===== src/rtl/pipe_adder_pkg.sv =====
`default_nettype none
// ============================================================================
// Module      : pipe_adder_pkg
// Description : Shared definitions for the pipelined adder/subtractor:
//               operation encodings for the sub input, the configuration
//               check (WIDTH must split evenly into STAGES chunks) and the
//               per-stage chunk width computation.
// Revision    : 1.0 - initial release
// ============================================================================
package pipe_adder_pkg;

    // Encodings of the sub input
    localparam logic ADD_OP = 1'b0;
    localparam logic SUB_OP = 1'b1;

    // True when the WIDTH/STAGES pair describes a legal pipeline
    function automatic bit stages_divide_width(input int width, input int stages);
        return (stages >= 1) && (stages <= width) && ((width % stages) == 0);
    endfunction

    // Number of operand bits resolved by each stage
    function automatic int chunk_width(input int width, input int stages);
        return width / stages;
    endfunction

endpackage : pipe_adder_pkg
`default_nettype wire


===== src/rtl/pipe_adder_slice.sv =====
`default_nettype none
// ============================================================================
// Module      : adder_slice
// Description : One pipeline stage of pipe_adder. A CHUNK-bit ripple add
//               with carry-in, followed by the stage output register for
//               the sum bits and the carry-out. The register holds while
//               i_en is low and clears on the asynchronous reset.
// Ports       : clk, rst       - clock, async active-high reset
//               i_en           - register load enable (pipeline advance)
//               i_a, i_b       - operand chunks (b already conditioned)
//               i_cin          - carry into this chunk
//               o_sum, o_cout  - registered chunk sum and carry-out
// Revision    : 1.0 - initial release
// ============================================================================
module adder_slice
    import pipe_adder_pkg::*;
#(
    parameter int CHUNK = 4
) (
    input  logic             clk,
    input  logic             rst,
    input  logic             i_en,
    input  logic [CHUNK-1:0] i_a,
    input  logic [CHUNK-1:0] i_b,
    input  logic             i_cin,
    output logic [CHUNK-1:0] o_sum,
    output logic             o_cout
);

    logic [CHUNK:0]   w_sum;
    logic [CHUNK-1:0] r_sum;
    logic             r_cout;

    assign w_sum = {1'b0, i_a} + {1'b0, i_b} + {{CHUNK{1'b0}}, i_cin};

    always_ff @(posedge clk or posedge rst) begin
        if (rst) begin
            r_sum  <= '0;
            r_cout <= 1'b0;
        end else if (i_en) begin
            r_sum  <= w_sum[CHUNK-1:0];
            r_cout <= w_sum[CHUNK];
        end
    end

    assign o_sum  = r_sum;
    assign o_cout = r_cout;

endmodule : adder_slice
`default_nettype wire


===== src/rtl/pipe_adder.sv =====
`default_nettype none
// ============================================================================
// Module      : pipe_adder
// Description : Parametrised pipelined ripple-carry adder/subtractor.
//               The WIDTH-bit operation is split into STAGES chunks; stage k
//               resolves chunk k using the carry registered by stage k-1.
//               Upper operand chunks ride along in skew registers, finished
//               lower result chunks ride along in de-skew registers, so every
//               bit of a result appears at the output together, STAGES
//               cycles after it was accepted. Valid/ready on both sides with
//               a global stall (every register holds while the output is
//               back-pressured).
// Ports       : clk, rst            - clock, async active-high reset
//               in_valid/in_ready   - input handshake
//               a, b, sub           - operands, sub=1 selects a-b
//               out_valid/out_ready - output handshake
//               s                   - result, s[WIDTH] is the raw carry
//               ovf                 - signed overflow (PIPE_ADDER_OVF_EN only)
// Options     : define PIPE_ADDER_OVF_EN to add the ovf output
// Revision    : 1.0 - initial release
// ============================================================================
module pipe_adder
    import pipe_adder_pkg::*;
#(
    parameter int WIDTH  = 16,
    parameter int STAGES = 4
) (
    input  logic             clk,
    input  logic             rst,
    input  logic             in_valid,
    output logic             in_ready,
    input  logic [WIDTH-1:0] a,
    input  logic [WIDTH-1:0] b,
    input  logic             sub,
    output logic             out_valid,
    input  logic             out_ready,
`ifdef PIPE_ADDER_OVF_EN
    output logic             ovf,
`endif
    output logic [WIDTH:0]   s
);

    // An illegal WIDTH/STAGES pair collapses the chunk width to zero, which
    // breaks elaboration instead of silently building a wrong adder.
    localparam bit c_cfg_ok = stages_divide_width(WIDTH, STAGES);
    localparam int c_chunk  = c_cfg_ok ? chunk_width(WIDTH, STAGES) : 0;

    logic             w_stall;
    logic             w_en;
    logic             w_accept;
    logic             w_cin0;
    logic [WIDTH-1:0] w_b_eff;

    assign w_stall  = out_valid & ~out_ready;
    assign w_en     = ~w_stall;
    assign in_ready = ~rst & ~w_stall;
    assign w_accept = in_valid & in_ready;

    // Subtraction is a + ~b + 1: invert b and force the stage-0 carry-in.
    assign w_b_eff = (sub == ADD_OP) ? b : ~b;
    assign w_cin0  = (sub == SUB_OP);

    for (genvar k = 0; k < STAGES; k++) begin : g_stage
        // Operand window seen by this stage: chunks k..STAGES-1, chunk k at bit 0
        localparam int c_win_w = WIDTH - k * c_chunk;

        logic [c_win_w-1:0]       w_a_win;
        logic [c_win_w-1:0]       w_b_win;
        logic                     w_cin;
        logic                     w_valid_in;
        logic                     r_valid;
        logic [c_chunk-1:0]       w_sum_q;
        logic                     w_cout_q;
        // Result chunks 0..k belonging to the op currently held in this stage
        logic [(k+1)*c_chunk-1:0] w_res;

        if (k == 0) begin : g_head
            assign w_a_win    = a;
            assign w_b_win    = w_b_eff;
            assign w_cin      = w_cin0;
            assign w_valid_in = w_accept;
            assign w_res      = w_sum_q;
        end else begin : g_body
            // De-skew: lower chunks already finished by earlier stages
            logic [k*c_chunk-1:0] r_lo;

            assign w_a_win    = g_stage[k-1].g_skew.r_a_skew;
            assign w_b_win    = g_stage[k-1].g_skew.r_b_skew;
            assign w_cin      = g_stage[k-1].w_cout_q;
            assign w_valid_in = g_stage[k-1].r_valid;

            always_ff @(posedge clk or posedge rst) begin
                if (rst) begin
                    r_lo <= '0;
                end else if (w_en) begin
                    r_lo <= g_stage[k-1].w_res;
                end
            end

            assign w_res = {w_sum_q, r_lo};
        end

        if (k < STAGES - 1) begin : g_skew
            // Skew: operand chunks not yet consumed, shifted down one chunk
            logic [c_win_w-c_chunk-1:0] r_a_skew;
            logic [c_win_w-c_chunk-1:0] r_b_skew;

            always_ff @(posedge clk or posedge rst) begin
                if (rst) begin
                    r_a_skew <= '0;
                    r_b_skew <= '0;
                end else if (w_en) begin
                    r_a_skew <= w_a_win[c_win_w-1:c_chunk];
                    r_b_skew <= w_b_win[c_win_w-1:c_chunk];
                end
            end
        end

        always_ff @(posedge clk or posedge rst) begin
            if (rst) begin
                r_valid <= 1'b0;
            end else if (w_en) begin
                r_valid <= w_valid_in;
            end
        end

        adder_slice #(
            .CHUNK (c_chunk)
        ) u_slice (
            .clk    (clk),
            .rst    (rst),
            .i_en   (w_en),
            .i_a    (w_a_win[c_chunk-1:0]),
            .i_b    (w_b_win[c_chunk-1:0]),
            .i_cin  (w_cin),
            .o_sum  (w_sum_q),
            .o_cout (w_cout_q)
        );
    end

    assign out_valid = g_stage[STAGES-1].r_valid;
    assign s         = {g_stage[STAGES-1].w_cout_q, g_stage[STAGES-1].w_res};

`ifdef PIPE_ADDER_OVF_EN
    // Carry-into-MSB XOR carry-out-of-MSB is equivalent to: both effective
    // operand MSBs agree and the result MSB differs from them. Registering
    // just the two operand MSBs of the last stage keeps ovf aligned with s.
    logic r_a_msb;
    logic r_b_msb;

    always_ff @(posedge clk or posedge rst) begin
        if (rst) begin
            r_a_msb <= 1'b0;
            r_b_msb <= 1'b0;
        end else if (w_en) begin
            r_a_msb <= g_stage[STAGES-1].w_a_win[c_chunk-1];
            r_b_msb <= g_stage[STAGES-1].w_b_win[c_chunk-1];
        end
    end

    assign ovf = (r_a_msb == r_b_msb) && (s[WIDTH-1] != r_a_msb);
`endif

endmodule : pipe_adder
`default_nettype wire


===== config.mk =====
export PLATFORM = sky130hd
export DESIGN_NAME = pipe_adder
export DESIGN_NICKNAME = d
export VERILOG_FILES = /design/src/rtl/pipe_adder_pkg.sv /design/src/rtl/pipe_adder_slice.sv /design/src/rtl/pipe_adder.sv
export SDC_FILE = /design/constraint.sdc
export NUM_CORES = 1
export LEC_CHECK = 0
export ABC_AREA = 1
export BUFFER_PORTS_ARGS = -buffer_cell sky130_fd_sc_hd__buf_2
export CORE_ASPECT_RATIO = 1.25
export CORE_MARGIN = 2
export CORE_UTILIZATION = 35
export CTS_CLUSTER_SIZE = 25
export DETAILED_ROUTE_END_ITERATION = 12
export PLACE_DENSITY_LB_ADDON = 0.25
export SYNTH_ARGS = -nofsm -noshare
export SYNTH_HDL_FRONTEND = slang
export SYNTH_SLANG_ARGS = --single-unit

===== constraint.sdc =====
create_clock -name clk -period 3.3 [get_ports clk]
set_input_delay 0.495 -clock clk [delete_from_list [all_inputs] [get_ports clk]]
set_output_delay 0.495 -clock clk [all_outputs]
set_load 0.005 [all_outputs]

==> reports/metrics.yaml <==
clock_network:
  numCtsBuffers: 9
  clk_pin_slew_worst_paths_ps: 60
  cts-hold-fix-buffers: 0
  root_buffer: "clkbuf_16"
  htreeDepth: 3
  postCtsSetupRepairBufs: 0
  cts.sinks: 96
  cts_repair_resize_count: 0
  cts_tree: "done"
  worst_skew_pair.late_latency_ps: 340
  clock_path_buffers: 2
sta:
  hold_viol: 0
  fin_crit_ps: 1940
  fmax_mhz: 515
  setup_tns_ps: 0
  relSlewSlack_pct: 41.8
  clock_skew_ps: 7.06
  hold_slack_ps: 278
  timing.final.crit_share_pct: 58.8
  setup_viol: 0
  rsz0062_at_grt: "false"
  tightest_slew_ps: 874
  drv_slew: 0
worst_setup_path:
  crit_cells: 5
  path_max_fanout: 15
  crit_slowest_cell: "dfrtp_1"
  cp.required_ps: 2800
  startpoint_type: "flip-flop"
  cp.arrival_ps: 1450
  worstPathCellList: "inv_1 > or2_2 > inv_2 > nor2_1 > buf_2"
  crit_family: "flip-flops"
  worstSetupPathType: "flip-flop to output pin"
  path_buf_inv: 3
  critPathMaxStageDelay_ps: 370
  endpoint_kind: "output pin"
  r2r_slack_ps: 1510
  worst-r2r-cell-count: 5
synthesis:
  synth.area.mux_share_pct: 0
  ys_types: 20
  synth_adder_area_share_pct: 6.84
  synth_seq_cells: 96
  synth_top_family_by_area: "simple AND/OR/NAND/NOR gates"
  syn_area_mm2: 0.00424
  avgSynthCellArea_um2: 9.24
  synth_warnings: 0
  synth-compound-area-share_pct: 8.49
  synth_nets: 515
  synth-simple-area-share_pct: 18.1
  synth_xor_area_share_pct: 3.10
  syn-instance-count: 459
  yosysSeqAreaShare_pct: 56.6
finish:
  drive_gt1_share_pct: 14.7
  area.growth.synth_to_final_pct: 15.7
  final_util_pct: 41.8
  antennaDiodeCount: 0
  nFillCells: 1179
  nets: 562
  final_cells: 671
power:
  p_per_area_mw_per_mm2: 887
  power.internal_w: 0.00286
  power.switching_w: 0.00150
  power_frac_seq_pct: 44.5
  power_leakage_nw: 2.50
  finalPower_w: 0.00435
  ir_drop_mv: 0.393
  comb_power_share_pct: 32.2
  clockPowerShare_pct: 23.4
  swShare_pct: 34.4
floorplanning:
  num_rows: 44
  pin_count: 56
  start_util_pct: 36.2
  fp.coreArea_mm2: 0.0117
  die_area_mm2: 0.0130
  die_width_um: 102
  die_h_um: 127
detailed_routing:
  first_pass_iters: 4
  drc: 0
  routed_wl_mm: 8.28
  ant_nets: 0
  vias: 2931
  wl_per_cell_um: 12.3
  via_per_inst: 4.37
  first_iter_violations: 169
run_status:
  status: "finished, final reports clean"
grt:
  antenna_found_initial: 0
  overflow: 0
  track_usage_pct: 14.0
  grt_max_degree: 92
  grt_pass1_wl_mm: 14.3
  grt_pass1_vias: 2973
placed_design:
  hpwl_mm: 5.52
  port_buffers: 55
  place_congestion: 0.755
  dp.cells: 656
run:
  cap_violations: 0
min_path:
  min_path_type: "input port to asynchronous set/reset pin"
cells by family after synthesis:
group                      Yosys count
AOI/OAI and AO/OA                   71
xor gates and xnor gates            15
adders and majority gates           19
buffers and inverters               61
DFF                                 96
and+or+nand+nor                    197
metal layers:
metal	GRT usage [%]	wire, um
met1	19.4	4030
met2	21.4	3780
met3	2.74	338
met4	6.12	134
met5	0	0
power groups by stage:
stage / clock [W] / combinational [W] / sequential, W
floorplan: 0 / 0.00105 / 0.00191
global placement: 0 / 0.00137 / 0.00195
detailed placement: 0 / 0.00142 / 0.00196
CTS: 0.00105 / 0.00143 / 0.00194
global route: 0.00110 / 0.00166 / 0.00199
finish: 0.00102 / 0.00140 / 0.00193
path summary, 6_finish.rpt:
check                                                from                                    endpoint
max reg2reg                         out_valid$_DFFE_PP0N_     g_stage[0].u_slice.o_sum[2]$_DFFE_PP0N_
min                                                   rst              g_stage[0].r_valid$_DFFE_PP0N_
min reg2reg                g_stage[2].r_valid$_DFFE_PP0N_                       out_valid$_DFFE_PP0N_
min in group clk                                    a[14]  g_stage[0].g_skew.r_a_skew[10]$_DFFE_PP0N_
max in group asynchronous                             rst       g_stage[2].g_body.r_lo[7]$_DFFE_PP0N_
max                                 out_valid$_DFFE_PP0N_                                    in_ready
cell type report:
| type | count | area (um2) | share of cell area (%) |
|---|---|---|---|
| clock inverter | 3 | 42.5 | 0.867 |
| clock buffer | 12 | 246 | 5.02 |
| sequential | 96 | 2400 | 49.0 |
| tap | 161 | 201 | 4.11 |
| multi-input combinational | 302 | 1550 | 31.6 |
| inverter | 38 | 145 | 2.96 |
| timing repair buffer | 59 | 318 | 6.48 |
synth_stat cells:
cell,instances,area (um2)
nand3_1,7,35.0
nor2_1,14,52.6
nand2_1,170,638
a22oi_1,1,7.51
buf_4,5,37.5
buf_6,3,33.8
o21ai_0,45,225
o21ai_1,16,80.1
inv_2,1,3.75
dfrtp_1,96,2400
fa_1,7,140
or2_1,1,6.26
nand3b_1,5,37.5
a21oi_1,8,40.0
inv_1,37,139
ha_1,12,150
xnor2_1,7,61.3
xor2_1,8,70.1
o31ai_1,1,7.51
buf_2,15,75.1
flip-flops by register name, summed over array words and instances (netlist names):
signal	count
out_valid	1
g_stage.u_slice.o_cout	4
g_stage.g_body.r_lo	24
g_stage.r_valid	3
g_stage.g_skew.r_a_skew	24
g_stage.u_slice.o_sum	16
g_stage.g_skew.r_b_skew	24
cell usage in the layout, fill, tap and decap left out:
cell type	count
nand2_1	170
dfrtp_1	96
buf_2	55
o21ai_0	45
inv_1	36
o21ai_1	16
nor2_1	14
ha_1	12
clkbuf_16	9
xor2_1	8
a21oi_1	8
nand3_1	7
xnor2_1	7
fa_1	7
nand3b_1	5
buf_4	3
clkbuf_1	2
or2_2	1
inv_2	1
o31ai_1	1
inv_4	1
a22oi_1	1
bufinv_16	1
clkbuf_8	1
clkinv_2	1
clkinvlp_4	1
buf_12	1
through the flow:
stage	area [um2]	worst slack [ps]
6_report	4910	1360
5_1_grt	4910	1250
4_1_cts	4910	1330
3_5_place_dp	4620	1270
3_3_place_gp	4620	1370
2_1_floorplan	4240	300
Note: power is estimated with default switching activity, not from simulation.
